==> config.mk <==
export PLATFORM = sky130hd
export DESIGN_NAME = ctrl_cell_mc
export DESIGN_NICKNAME = d
export VERILOG_FILES = /design/src/rtl/ctrl_cell_mc.sv
export SDC_FILE = /design/constraint.sdc
export NUM_CORES = 1
export LEC_CHECK = 0
export ABC_CLOCK_PERIOD_IN_PS = 3200
export CAP_MARGIN = 20
export CORE_UTILIZATION = 52
export DETAILED_ROUTE_END_ITERATION = 6
export PLACE_DENSITY = 0.94
export SYNTH_ARGS = -nofsm -noshare
export SYNTH_HDL_FRONTEND = slang
export SYNTH_SLANG_ARGS = --single-unit
==> constraint.sdc <==
create_clock -name clk -period 3.2 [get_ports clk]
set_input_delay 0.64 -clock clk [delete_from_list [all_inputs] [get_ports clk]]
set_output_delay 0.64 -clock clk [all_outputs]
set_load 0.005 [all_outputs]
==> src/rtl/ctrl_cell_mc.sv <==
// Multi-channel control cell: decodes instruction words into a TDM tile opcode/address
// stream and per-channel viewer mode/offset/address, with stall, flush and NOP bubbles.
module ctrl_cell_mc #(
   parameter int BLOCK_BITS  = 3,
   parameter int ADDR_BITS   = 6,
   parameter int TOC_WIDTH   = 4,
   parameter int MODE_BITS   = 2,
   parameter int NUM_CH      = 2,
   parameter int TILE_SLOTS  = 3,
   parameter int VIEW_SLOTS  = 2,
   parameter int ADDR_SRC_CH = NUM_CH - 1,
   parameter logic [TOC_WIDTH-1:0] WRITE_OP = 4'b1000,
   parameter logic [TOC_WIDTH-1:0] NOP_OP   = 4'b0000,
   localparam int BC   = (BLOCK_BITS + 1) * 2,
   localparam int CH_W = MODE_BITS + ADDR_BITS + BC,
   localparam int TS_W = (TILE_SLOTS > 1) ? $clog2(TILE_SLOTS) : 1,
   localparam int VS_W = (VIEW_SLOTS > 1) ? $clog2(VIEW_SLOTS) : 1
) (
   input  logic                          clk,
   input  logic                          rst_n,
   input  logic                          en,
   input  logic                          flush,
   input  logic                          in_valid,
   output logic                          in_ready,
   input  logic [TOC_WIDTH+NUM_CH*CH_W-1:0] code_in,
   output logic [TOC_WIDTH-1:0]          code_out,
   output logic [ADDR_BITS-1:0]          addr_i,
   output logic [TS_W-1:0]               tile_slot,
   output logic                          frame_start,
   output logic                          write,
   output logic [NUM_CH*MODE_BITS-1:0]   mode,
   output logic [NUM_CH*BC-1:0]          offset,
   output logic [NUM_CH*ADDR_BITS-1:0]   addr
);

   logic [TOC_WIDTH-1:0] op_q   [TILE_SLOTS];
   logic [TOC_WIDTH-1:0] op_d   [TILE_SLOTS];
   logic [ADDR_BITS-1:0] ta_q   [TILE_SLOTS];
   logic [ADDR_BITS-1:0] ta_d   [TILE_SLOTS];
   logic [MODE_BITS-1:0] vm_q   [VIEW_SLOTS][NUM_CH];
   logic [MODE_BITS-1:0] vm_d   [VIEW_SLOTS][NUM_CH];
   logic [BC-1:0]        vo_q   [VIEW_SLOTS][NUM_CH];
   logic [BC-1:0]        vo_d   [VIEW_SLOTS][NUM_CH];
   logic [ADDR_BITS-1:0] ar_q   [NUM_CH];
   logic [ADDR_BITS-1:0] ar_d   [NUM_CH];
   logic [TS_W-1:0]      tile_ptr_q, tile_ptr_d;
   logic [VS_W-1:0]      view_ptr_q, view_ptr_d;

   logic [MODE_BITS-1:0] ch_mode [NUM_CH];
   logic [ADDR_BITS-1:0] ch_addr [NUM_CH];
   logic [BC-1:0]        ch_off  [NUM_CH];
   logic [TOC_WIDTH-1:0] opcode;
   logic                 acc;

   assign opcode   = code_in[NUM_CH*CH_W +: TOC_WIDTH];
   assign in_ready = en & ~flush & rst_n;
   assign acc      = in_valid & in_ready;

   // Per-channel field split of the instruction word and per-channel output slices.
   for (genvar gi = 0; gi < NUM_CH; gi++) begin : g_ch
      assign ch_off[gi]  = code_in[gi*CH_W +: BC];
      assign ch_addr[gi] = code_in[gi*CH_W + BC +: ADDR_BITS];
      assign ch_mode[gi] = code_in[gi*CH_W + BC + ADDR_BITS +: MODE_BITS];
      assign mode[gi*MODE_BITS +: MODE_BITS] = vm_q[view_ptr_q][gi];
      assign offset[gi*BC +: BC]             = vo_q[view_ptr_q][gi];
      assign addr[gi*ADDR_BITS +: ADDR_BITS] = ar_q[gi];
   end

   // Slots are read at the current pointer before this edge's write lands.
   assign code_out    = op_q[tile_ptr_q];
   assign addr_i      = ta_q[tile_ptr_q];
   assign tile_slot   = tile_ptr_q;
   assign frame_start = (tile_ptr_q == '0);
   assign write       = (code_out == WRITE_OP);

   always_comb begin
      op_d       = op_q;
      ta_d       = ta_q;
      vm_d       = vm_q;
      vo_d       = vo_q;
      ar_d       = ar_q;
      tile_ptr_d = tile_ptr_q;
      view_ptr_d = view_ptr_q;
      if (flush) begin
         for (int i = 0; i < TILE_SLOTS; i++) begin
            op_d[i] = NOP_OP;
            ta_d[i] = '0;
         end
         for (int i = 0; i < VIEW_SLOTS; i++) begin
            for (int c = 0; c < NUM_CH; c++) begin
               vm_d[i][c] = '0;
               vo_d[i][c] = '0;
            end
         end
         for (int c = 0; c < NUM_CH; c++) ar_d[c] = '0;
         tile_ptr_d = '0;
         view_ptr_d = '0;
      end else if (en) begin
         op_d[tile_ptr_q] = acc ? opcode : NOP_OP;
         if (acc) begin
            ta_d[tile_ptr_q] = ch_addr[ADDR_SRC_CH];
            for (int c = 0; c < NUM_CH; c++) begin
               vm_d[view_ptr_q][c] = ch_mode[c];
               vo_d[view_ptr_q][c] = ch_off[c];
               ar_d[c]             = ch_addr[c];
            end
         end
         tile_ptr_d = (tile_ptr_q == TS_W'(TILE_SLOTS - 1)) ? '0 : tile_ptr_q + 1'b1;
         view_ptr_d = (view_ptr_q == VS_W'(VIEW_SLOTS - 1)) ? '0 : view_ptr_q + 1'b1;
      end
   end

   always_ff @(posedge clk or negedge rst_n) begin
      if (!rst_n) begin
         for (int i = 0; i < TILE_SLOTS; i++) begin
            op_q[i] <= NOP_OP;
            ta_q[i] <= '0;
         end
         for (int i = 0; i < VIEW_SLOTS; i++) begin
            for (int c = 0; c < NUM_CH; c++) begin
               vm_q[i][c] <= '0;
               vo_q[i][c] <= '0;
            end
         end
         for (int c = 0; c < NUM_CH; c++) ar_q[c] <= '0;
         tile_ptr_q <= '0;
         view_ptr_q <= '0;
      end else begin
         op_q       <= op_d;
         ta_q       <= ta_d;
         vm_q       <= vm_d;
         vo_q       <= vo_d;
         ar_q       <= ar_d;
         tile_ptr_q <= tile_ptr_d;
         view_ptr_q <= view_ptr_d;
      end
   end

endmodule
## After elaboration in Yosys (flattened, before gate mapping)

Cells that the tools add are included.
W data, S select, Z words.

| operators by class | value |
|---|---|
| $lt $le $gt $ge | 4 |
| add/subtract/negate cells | 2 |
| equal/unequal tests | 2 |
| reductions and logical operators | 6 |
| bitwise logic cells | 6 |
| muxes and demuxes | 51 |

Operators with widths:

| kind | count |
|---|---|
| $mux W32 | 3 |
| $bwmux W32 | 2 |
| $mux W16 | 4 |
| $mux W12 | 5 |
| $mux W18 | 3 |
| $demux W16 S1 | 2 |
| $mux W4 | 8 |
| $mux W8 | 4 |
| $bwmux W18 | 1 |
| $mux W6 | 3 |
| $bwmux W8 | 2 |
| $bmux W6 S2 | 1 |
| $bwmux W12 | 1 |
| $demux W6 S2 | 1 |
| $bmux W4 S2 | 1 |
| $demux W4 S1 | 2 |
| $demux W4 S2 | 1 |
| $mux W2 | 4 |
| $eq A4 B4 Y1 const B | 1 |
| $reduce_bool A2 Y1 | 2 |
| $and A1 B1 Y1 | 3 |
| $ge A3 B3 Y1 const B | 1 |
| $lt A3 B1 Y1 const B | 1 |
| $mux W1 | 3 |
| 11 further kinds | 12 |

| storage, ports and cells | value |
|---|---|
| bits of input ports | 41 |
| logic and storage cells | 89 |
| output and inout bits | 47 |
| flip-flop bits (word level) | 85 |

## Logic depth before layout (Yosys ltp)

Gate-level depths: netlist of the first run.

| logic depth | value |
|---|---|
| depth in word-level cells | 10 |
| depth in mapped cells | 5 |

## Worst setup path before layout of the first run

Ideal clock, no wire load.

| timing | value |
|---|---|
| kind | input port to output port |
| start point | input flush |
| end point | output in_ready |
| setup slack | 984 ps |
| buffers on the path | 4 |
| arrival | 1576 ps |
| stages on the path | 5 |
| cell sequence | buf_2 -> clkbuf_1 -> buf_2 -> buf_2 -> nor2_1 |

| on the way | value |
|---|---|
| longest elaborated chain between the ends | 3 |

RTL lines:

| item | line | text |
|---|---|---|
| from (decl) | 22 | `input logic flush,` |
| $not A1 Y1 | 56 | `assign in_ready = en & ~flush & rst_n;` |
| $and A1 B1 Y1 (2 in series) | 56 |  |
| to (decl) | 24 | `output logic in_ready,` |

No other way between the ends.

## Worst setup path after layout of the first run

| timing | value |
|---|---|
| start point | register tile_ptr_q[0] (netlist: tile_slot[0]) |
| end point | output addr_i[3] |

| on the way | value |
|---|---|
| longest elaborated chain between the ends | 4 |

RTL lines:

| item | line | text |
|---|---|---|
| from (decl) | 46 | `logic [TS_W-1:0] tile_ptr_q, tile_ptr_d;` |
| from (signal assigned) | 134 | `tile_ptr_q <= tile_ptr_d;` |
| $not A2 Y3 (implied by the code) | 71 | `assign addr_i = ta_q[tile_ptr_q];` |
| $bmux W6 S2 | 71 |  |
| $mux W6 (implied by the code) (2 in series) | 71 |  |
| to (decl) | 27 | `output logic [ADDR_BITS-1:0] addr_i,` |

No other way between the ends. The select of a mux whose other input is x is not followed.

==> results of run 1 <==
synth_stat cells:
cell                        number  area (um2)
sky130_fd_sc_hd__dfrtp_1        85        2127
sky130_fd_sc_hd__a22o_1         40       350.3
sky130_fd_sc_hd__mux2_2         38       427.9
sky130_fd_sc_hd__nand2_1        31       116.4
sky130_fd_sc_hd__mux2i_1        22       220.2
sky130_fd_sc_hd__nor2b_1        19       118.9
sky130_fd_sc_hd__nor2_1         17       63.81
sky130_fd_sc_hd__a21oi_1        16       80.08
sky130_fd_sc_hd__buf_2          14       70.07
sky130_fd_sc_hd__clkbuf_1       12       45.04
sky130_fd_sc_hd__o21ai_0         6       30.03
sky130_fd_sc_hd__and4_1          4       35.03
sky130_fd_sc_hd__inv_1           3       11.26
sky130_fd_sc_hd__o2bb2ai_1       3       26.28
sky130_fd_sc_hd__and3b_1         2       17.52
sky130_fd_sc_hd__buf_4           2       15.01
sky130_fd_sc_hd__nor3_1          2       10.01
sky130_fd_sc_hd__nor3b_2         2       25.02
sky130_fd_sc_hd__a2bb2oi_1       1       8.760
sky130_fd_sc_hd__and3_1          1       6.260
sky130_fd_sc_hd__nand3_4         1       17.52
sky130_fd_sc_hd__nand3b_1        1       7.510
sky130_fd_sc_hd__nor4_1          1       6.260
sky130_fd_sc_hd__nor4b_4         1       23.77
sky130_fd_sc_hd__xnor2_1         1       8.760
layer usage:
metal / global-route usage / vias to the layer above / part of all wire
li1: - / 1315 / -
met1: 0.3275 / 1420 / 0.44
met2: 0.3818 / 97 / 0.48
met3: 0.07090 / 15 / 0.067
met4: 0.1026 / 0 / 0.019
met5: 0 / - / 0
cell type report:
cell class                      count  area [um2]  share of cell area
Clock inverter                      4       47.55            0.009434
Sequential cell                    85        2127              0.4220
Multi-Input combinational cell    209        1610              0.3195
Tap cell                           99       123.9             0.02458
Clock buffer                       11       151.4             0.03004
Timing Repair Buffer              101       968.4              0.1922
Inverter                            3       11.26            0.002234
power by group:
part           switching (mW)  internal (mW)
combinational           0.125          0.133
clock                   0.371          0.396
sequential             0.0167           1.10
worst max path at each step:
stage                      to  slack [ns]  depth (start not counted)
detailed placement   in_ready        0.71                          4
finish              addr_i[3]        0.34                          5
CTS                 addr_i[3]        0.36                          5
global placement     in_ready        0.69                          4
floorplan            in_ready        0.98                          5
global route        addr_i[3]        0.20                          5
state kept, by name (all words and copies together) (netlist names):
| register | flops |
|---|---|
| addr | 12 |
| op_q | 12 |
| ta_q | 18 |
| tile_slot | 2 |
| view_ptr_q | 1 |
| vm_q | 8 |
| vo_q | 32 |
kinds of logic after synthesis:
kind of cell | after synthesis | synth area share
and+or+nand+nor | 82 | 0.1158
AOI/OAI and AO/OA | 66 | 0.1281
DFF | 85 | 0.5498
xor gates and xnor gates | 1 | 0.002264
buffers and inverters | 31 | 0.03654
muxes | 60 | 0.1675
critical path, stage by stage, from the launching register on:
cell and delay [ns]:
sky130_fd_sc_hd__dfrtp_1 0.53, sky130_fd_sc_hd__nor2b_1 0.42, sky130_fd_sc_hd__buf_4 0.22, sky130_fd_sc_hd__nand2_1 0.05, sky130_fd_sc_hd__o21ai_0 0.09, sky130_fd_sc_hd__clkdlybuf4s50_1 0.54
==> run summary, run 1 <==
* 0.1816 — layout cell share with drive strength beyond 1
* sky130_fd_sc_hd__clkbuf_8 — cell chosen for the clock root
* 5.561 — Vias/cell
* 2.56 ns — CP Data Required Time
* 2.272 nW — leakage dissipation
* 0 — setup fix buffers added after clock tree synthesis
* 10 — Worst Path Max Fanout
* 4 — number of search-and-repair iterations in the first detailed-routing pass
* 0.5362 — starting density of the core
* 366 — Syn Nets
* 0.5747 ns — Tightest Pin Transition
* 4 — FF-to-FF path depth
* 0 — final max-slew violation count
* 0.36 ns — clock latency on the worst-skew pair
* output port — kind of end point of the critical path
* 0 — # diodes
* 48 — pin count of the biggest net entering global routing
* 2.22 ns — Worst Path Arrival
* 1.12 ns — R2R setup slack
* sky130_fd_sc_hd__dfrtp_1 (85), sky130_fd_sc_hd__clkdlybuf4s50_1 (85), sky130_fd_sc_hd__a22o_1 (40), sky130_fd_sc_hd__mux2_2 (38), sky130_fd_sc_hd__nand2_1 (31) — commonest cells after routing, fill and taps aside
* 0.008595 ns — final clock skew
* 7214 um2 — Std-Cell Core Area
* 2847 — Vias
* 88 — I/O pin count
* 85 — total of flip-flops plus latches after synthesis
* input port to async pin — Hold/Removal Path Class
* 2 — clock buffer depth
* 0.2462 — overall fraction of global-route tracks in use
* 88.26 um — floorplan die width
* 350.2 MHz — fmax
* 0.8924 — share of the clock period used by the worst path
* 0.6168 — worst slew slack as a fraction of its limit
* 172 — DRC violation total after the first TritonRoute iteration
* 424.3 nW/um2 — power density relative to cell area
* 2827 — vias in the first global route
* 31 — number of standard-cell rows in the floorplan
* 0.8242 — Final Wtd Congestion
* 519 — number of filler cells placed in the layout
* 14270 um — wire length of the first global-routing pass
* 0.08334 ns — worst hold slack
* 7789 um2 — floorplan die area
* 0 — antenna violations before repair
* 0.3010 mV — worst IR drop on VDD
* 0 — final antenna-violating net count
* 0 — hold violation count in the final report
* 0 — setup violation total in the final timing report
* 0 — final global-route overflow total
* 0.7059 ns — post-placement setup slack
* 11.90 um2 — Avg Synthesized Cell Area
* 450 — number of nets in the layout
* 2.138 mW — final total power
* 6031 um — total half-perimeter wirelength after legalization and detailed placement
* 0.6986 — share of the core filled with cells
* 25 — number of distinct standard cells referenced by the synthesized netlist
* 0 — hold-fix buffers at CTS
* 0 ns — sum of negative setup slack
* yes — CTS tree
* 0 — Warnings, synthesis
* 8958 um — sum of routed wire length over all layers
* 2.856 ns — clock period minus worst slack
* ta_q[0] — FF-to-FF End
* 3869 um2 — cell area after synthesis
* 0 — Max-cap violations
* 512 — filler-free cell count of the finished design
* 325 — number of cells produced by synthesis
* 87 — Port Buf Inserts
* tile_slot[0] — start point of the critical path
* 0 — number of cells upsized or downsized after cts
* 88.26 um — die span in y
* 0.5498 — register area share after synthesis
* flop — Worst setup SP type
* 9 — number of buffers created by CTS
* 0.3444 ns — setup slack of the critical path after layout
* 497 — Post-Place Cells
* finished clean — result of the run
* 0 — Post-route DRC
* 3 — H-tree depth
* tile_slot[0] — start of the worst register-to-register path
* 17.50 um — post-detailed-route wirelength per cell
* 4841 um2 — total placed instance area
* flop to output port — category of the most critical setup path
* 0.08 ns — post-CTS clock slew at the launch and capture registers of the worst setup and hold paths
* 30.27% — Area Growth Syn to Fin
* false — setup repair after global routing missed its margin
* 85 — count of clock tree sinks
* 5040 um2 — post-route cell area
(Power assumes the default switching activity.)
==> inputs of run 2 (changes only) <==
==> config.mk (replaced) <==
export PLATFORM = sky130hd
export DESIGN_NAME = ctrl_cell_mc
export DESIGN_NICKNAME = d
export VERILOG_FILES = /design/src/rtl/ctrl_cell_mc.sv
export SDC_FILE = /design/constraint.sdc
export NUM_CORES = 1
export LEC_CHECK = 0
export ABC_CLOCK_PERIOD_IN_PS = 2750
export CAP_MARGIN = 20
export CORE_UTILIZATION = 50
export DETAILED_ROUTE_END_ITERATION = 6
export PLACE_DENSITY = 0.92
export SKIP_CTS_REPAIR_TIMING = 1
export SYNTH_ARGS = -nofsm -noshare
export SYNTH_HDL_FRONTEND = slang
export SYNTH_SLANG_ARGS = --single-unit
export TNS_END_PERCENT = 20
==> constraint.sdc (replaced) <==
create_clock -name clk -period 2.75 [get_ports clk]
set_input_delay 0.55 -clock clk [delete_from_list [all_inputs] [get_ports clk]]
set_output_delay 0.55 -clock clk [all_outputs]
set_load 0.005 [all_outputs]
==> run 2 against run 1 <==
Clock-buffer cell count is the same; first-iteration DRC count grew 17%; sequential share of layout area shrank 0.25 points; largest power group unchanged.
==> run summary, run 2 (synthesis gave the netlist of run 1 again) <==
* 87 — Port Buf Inserts
* 0.9405 — share of the clock period used by the worst path
* 0 — Max-cap violations
* vo_q (32), ta_q (18) — largest registers in the final layout
* 0.3381 ns — post-placement setup slack
* 6155 um — total half-perimeter wirelength after legalization and detailed placement
* 5.670 — Vias/cell
* 0 ns — sum of negative setup slack
* yes — CTS tree
* 0.7886 — Final Wtd Congestion
* 7370 um2 — Std-Cell Core Area
* sky130_fd_sc_hd__clkbuf_8 — cell chosen for the clock root
* 15320 um — wire length of the first global-routing pass
* 31.11% — Area Growth Syn to Fin
* 4 — number of search-and-repair iterations in the first detailed-routing pass
* 386.6 MHz — fmax
* 88 — I/O pin count
* 1613 um2 — total area of multi-input combinational cells
* 0.541 — proportion of power drawn by flip-flops and latches
* 9 — number of buffers created by CTS
* 0.327 — share of total power in the clock network
* 0 — final global-route overflow total
* 0.1909 — layout cell share with drive strength beyond 1
* 1 — antenna violations before repair
* 2937 — Vias
* 31 — number of standard-cell rows in the floorplan
* 85 — pin count of the biggest net entering global routing
* 2.278 nW — leakage dissipation
* 0.5250 — starting density of the core
* 2128 um2 — register cell area after layout
* 3038 — vias in the first global route
* 202 — DRC violation total after the first TritonRoute iteration
* flop to flop — Hold/Removal Path Class
* 471.5 nW/um2 — power density relative to cell area
* 0.36 ns — clock latency on the worst-skew pair
* 0 — hold violation count in the final report
* 18.20 um — post-detailed-route wirelength per cell
* 0.2385 — overall fraction of global-route tracks in use
* 0 — final max-slew violation count
* false — setup repair after global routing missed its margin
* 499 — Post-Place Cells
* finished clean — result of the run
* 1.769 mW — cell internal power dissipation
* 0 — final antenna-violating net count
* 0.5791 — worst slew slack as a fraction of its limit
* 0.131 — Comb pwr share
* 2.04 ns — Worst Path Arrival
* sky130_fd_sc_hd__clkdlybuf4s50_1 (85), sky130_fd_sc_hd__dfrtp_1 (84), sky130_fd_sc_hd__a22o_1 (40), sky130_fd_sc_hd__mux2_2 (38), sky130_fd_sc_hd__nand2_1 (31) — commonest cells after routing, fill and taps aside
* output port — kind of end point of the critical path
* 537 — number of filler cells placed in the layout
* flop to output port — category of the most critical setup path
* 8093 um2 — floorplan die area
* 3 — H-tree depth
* 0.006121 ns — final clock skew
* 0.6286 ns — Tightest Pin Transition
* 455 — number of nets in the layout
* 622.7 uW — Net Switching
* 0.2799 mV — worst IR drop on VDD
* flop — Worst setup SP type
* 2.586 ns — clock period minus worst slack
* 85 — count of clock tree sinks
* sky130_fd_sc_hd__clkdlybuf4s50_1 — most common cell after layout, fill and taps aside
* 2.20 ns — CP Data Required Time
* 0.2604 — switch share
* 0.1635 ns — setup slack of the critical path after layout
* 0 — # diodes
* 0 — Post-route DRC
* 89.96 um — floorplan die width
* 0 — setup violation total in the final timing report
* 32 — flip-flop count of the largest register, all copies and words added
* 0.08 ns — post-CTS clock slew at the launch and capture registers of the worst setup and hold paths
* 89.96 um — die span in y
* 8 — Worst Path Max Fanout
* 2 — clock buffer depth
* 518 — filler-free cell count of the finished design
* vo_q — Largest Register
* 9427 um — sum of routed wire length over all layers
## run 2: area by class of cell
| type | count | area share |
|---|---|---|
| flip-flops and latches | 85 | 0.4196 |
| multi-input cells | 209 | 0.3180 |
| repair buffers | 106 | 0.2028 |
| clock buffers | 11 | 0.02590 |
| well taps | 99 | 0.02442 |
| clock inverters | 5 | 0.007153 |
| inverters | 3 | 0.002220 |
## run 2: worst max-delay path, cell delays in order, from the launching register on
cell	delay, ns
sky130_fd_sc_hd__dfrtp_2	0.49
sky130_fd_sc_hd__buf_4	0.18
sky130_fd_sc_hd__mux2i_1	0.12
sky130_fd_sc_hd__a2bb2oi_1	0.14
sky130_fd_sc_hd__nor4_1	0.21
sky130_fd_sc_hd__clkdlybuf4s50_1	0.55
## run 2: power groups by stage
stage          clock, mW  combinational (mW)  sequential (mW)
5_1_grt            0.850               0.339             1.30
2_1_floorplan          0               0.135             1.31
6_report           0.783               0.314             1.29
3_3_place_gp           0               0.297             1.32
3_5_place_dp           0               0.305             1.32
4_1_cts            0.785               0.306             1.29
## run 2: per-layer routing
layer,GRT usage,routed length (um),vias up
li1,-,-,1330
met2,0.3910,4682,103
met3,0.06007,575,19
met1,0.3086,4000,1483
met5,0,10,-
met4,0.08602,157,2
## run 2: worst paths after layout
kind	startpoint	to	slack (ns)	cells after the start
max	tile_slot[0]	write	0.16	5
min	vo_q[4]	vo_q[4]	0.51	1
max reg2reg	tile_slot[0]	ta_q[4]	0.70	4
min reg2reg	vo_q[4]	vo_q[4]	0.51	1
max in group asynchronous	rst_n	ta_q[0]	1.34	4
min in group asynchronous	rst_n	op_q[6]	0.59	2
## run 2: stage by stage
stage,hold slack (ns),power [mW],cell area [um2],utilization
2_1_floorplan,0.2544,1.447,3869,-
3_3_place_gp,0.3785,1.614,4856,0.6589
3_5_place_dp,0.3804,1.623,4856,0.6589
4_1_cts,-0.001147,2.385,5024,0.6817
5_1_grt,0.5244,2.487,5072,0.6883
6_report,0.5086,2.392,5072,0.6883
==> inputs of run 3 (changes only) <==
--- a/config.mk
+++ b/config.mk
@@ -9,7 +9,7 @@
 export CAP_MARGIN = 20
 export CORE_UTILIZATION = 50
 export DETAILED_ROUTE_END_ITERATION = 6
-export PLACE_DENSITY = 0.92
+export PLACE_DENSITY = 0.86
 export SKIP_CTS_REPAIR_TIMING = 1
 export SYNTH_ARGS = -nofsm -noshare
 export SYNTH_HDL_FRONTEND = slang
==> run 3 against run 2 <==
Sequential share of layout area about the same; critical path depth unchanged; fmax decreased by 1.6%; register-to-register slack improved by 0.07 ns; die area unchanged; core utilization about the same; sequential cell count unchanged; sequential power about the same; combinational power decreased by 4%; design area about the same; clock power increased by 18%; critical path type unchanged; critical endpoint is now addr_i[5]; largest power group unchanged.
==> run summary, run 3 (synthesis gave the netlist of run 1 again) <==
* 2853 — Vias
* ta_q[3] — FF-to-FF End
* 0 — setup violation total in the final timing report
* 0.5046 ns — worst hold slack
* 4 — FF-to-FF path depth
* 421 um — met3 WL post-DR
* false — setup repair after global routing missed its margin
* 0.9555 — share of the clock period used by the worst path
* 49 — pin count of the biggest net entering global routing
* 5074 um2 — post-route cell area
* 0 — Max-cap violations
* yes — CTS tree
* 0 — antenna violations before repair
* 2.628 ns — clock period minus worst slack
* 8093 um2 — floorplan die area
* 2.08 ns — Worst Path Arrival
* 5.551 — Vias/cell
* 5884 um — total half-perimeter wirelength after legalization and detailed placement
* 31 — number of standard-cell rows in the floorplan
* 2 — clock buffer depth
* 380.6 MHz — fmax
* addr_i[5] — capturing instance or port of the critical path
* 0.1705 ns — post-placement setup slack
* 0.2358 — switch share
* 0.77 ns — R2R setup slack
* 89.96 um — die span in y
* 32 — flip-flop count of the largest register, all copies and words added
* 0.7941 — Final Wtd Congestion
* 0.34 ns — clock latency on the worst-skew pair
* 0 — final antenna-violating net count
* 1.056 ns — Tightest Pin Transition
* 2.20 ns — CP Data Required Time
* 87 — Port Buf Inserts
* flop — Worst setup SP type
* 0.120 — Comb pwr share
* 7370 um2 — Std-Cell Core Area
* 89.96 um — floorplan die width
* 2.279 nW — leakage dissipation
* 85 — count of clock tree sinks
* 4049 um — DRT met1 WL
* 4 — number of search-and-repair iterations in the first detailed-routing pass
* tile_slot[0] — start point of the critical path
* 4848 um2 — total placed instance area
* 0.514 — proportion of power drawn by flip-flops and latches
* 11 — Worst Path Max Fanout
* 0 — final global-route overflow total
* 0.08 ns — post-CTS clock slew at the launch and capture registers of the worst setup and hold paths
* 0.2278 — overall fraction of global-route tracks in use
* 2879 — vias in the first global route
* 14790 um — wire length of the first global-routing pass
* sky130_fd_sc_hd__clkdlybuf4s50_1 (85), sky130_fd_sc_hd__dfrtp_1 (84), sky130_fd_sc_hd__a22o_1 (40), sky130_fd_sc_hd__mux2_2 (38), sky130_fd_sc_hd__nand2_1 (31) — commonest cells after routing, fill and taps aside
* 85 — DRC violation total after the first TritonRoute iteration
* 496.6 nW/um2 — power density relative to cell area
* flop to output port — category of the most critical setup path
* 88 — I/O pin count
* vo_q — Largest Register
* 1.925 mW — cell internal power dissipation
* 8786 um — sum of routed wire length over all layers
* 4218 um — metal2 WL
* 0.366 — share of total power in the clock network
* 0.1904 — layout cell share with drive strength beyond 1
* 0.1224 ns — setup slack of the critical path after layout
* 0 — hold violation count in the final report
* vo_q (32), ta_q (18) — largest registers in the final layout
* 594.1 uW — Net Switching
* 0.009238 ns — final clock skew
* flop to flop — Hold/Removal Path Class
* 9 — number of buffers created by CTS
* sky130_fd_sc_hd__clkdlybuf4s50_1 — most common cell after layout, fill and taps aside
* 31.15% — Area Growth Syn to Fin
* 0.5250 — starting density of the core
* 0.3337 mV — worst IR drop on VDD
* 0.2957 — worst slew slack as a fraction of its limit
* 0 — # diodes
* 0 — final max-slew violation count
* sky130_fd_sc_hd__clkbuf_8 — cell chosen for the clock root
* output port — kind of end point of the critical path
* 17.09 um — post-detailed-route wirelength per cell
* finished clean — result of the run
* met4 — Top Layer Used
* 451 — number of nets in the layout
* 0 — Post-route DRC
* 3 — H-tree depth
* tile_slot[0] — start of the worst register-to-register path
## run 3: cell count changes in the layout (fill, tap and decap cells not counted)
cell                         previous run  this run
sky130_fd_sc_hd__bufinv_16              0         1
sky130_fd_sc_hd__buf_4                 18        15
sky130_fd_sc_hd__clkinvlp_4             3         1
sky130_fd_sc_hd__buf_16                 1         0
sky130_fd_sc_hd__a21oi_1               16        14
sky130_fd_sc_hd__clkbuf_8               9        12
sky130_fd_sc_hd__clkbuf_1               2         1
sky130_fd_sc_hd__a21oi_2                0         2
sky130_fd_sc_hd__inv_6                  1         0
## run 3: cell type report
type                            instances  area [um2]
Clock buffer                           13       168.9
Clock inverter                          3       42.54
Fill cell                             550        2296
Inverter                                3       11.26
Multi-Input combinational cell        209        1620
Sequential cell                        85        2128
Tap cell                               99       123.9
Timing Repair Buffer                  102       978.4
## run 3: worst max-delay path: stages (launching register included)
cell and delay, ns:
sky130_fd_sc_hd__dfrtp_2 0.51, sky130_fd_sc_hd__nor2b_2 0.26, sky130_fd_sc_hd__buf_4 0.21, sky130_fd_sc_hd__nand2_1 0.07, sky130_fd_sc_hd__o21ai_0 0.12, sky130_fd_sc_hd__clkdlybuf4s50_1 0.56
## run 3: metal layers
metal  up-vias  track usage
li1       1322            -
met1      1432       0.3157
met2        89       0.3564
met3        10      0.06007
met4         0      0.06183
met5         -            0
## run 3: stage by stage
stage | utilization | TNS [ns] | power [mW] | instances
2_1_floorplan | - | 0 | 1.447 | 325
3_3_place_gp | 0.6579 | 0 | 1.614 | 497
3_5_place_dp | 0.6579 | 0 | 1.622 | 497
4_1_cts | 0.6866 | -0.2203 | 2.542 | 513
5_1_grt | 0.6885 | 0 | 2.622 | 514
6_report | 0.6885 | 0 | 2.519 | 514
## run 3: worst min-delay path by stage
stage               endpoint     start  depth (start not counted)
floorplan            addr[0]     rst_n                          0
global placement     op_q[6]     rst_n                          1
detailed placement   op_q[6]     rst_n                          1
CTS                  op_q[6]     rst_n                          1
global route         vm_q[4]   vm_q[4]                          1
finish              vo_q[13]  vo_q[13]                          1
## run 3: power by group through the flow
stage	clock, mW	combinational (mW)	sequential, mW
floorplan	0	0.135	1.31
global placement	0	0.297	1.32
detailed placement	0	0.304	1.32
CTS	0.942	0.305	1.29
global route	0.995	0.328	1.30
finish	0.921	0.303	1.30
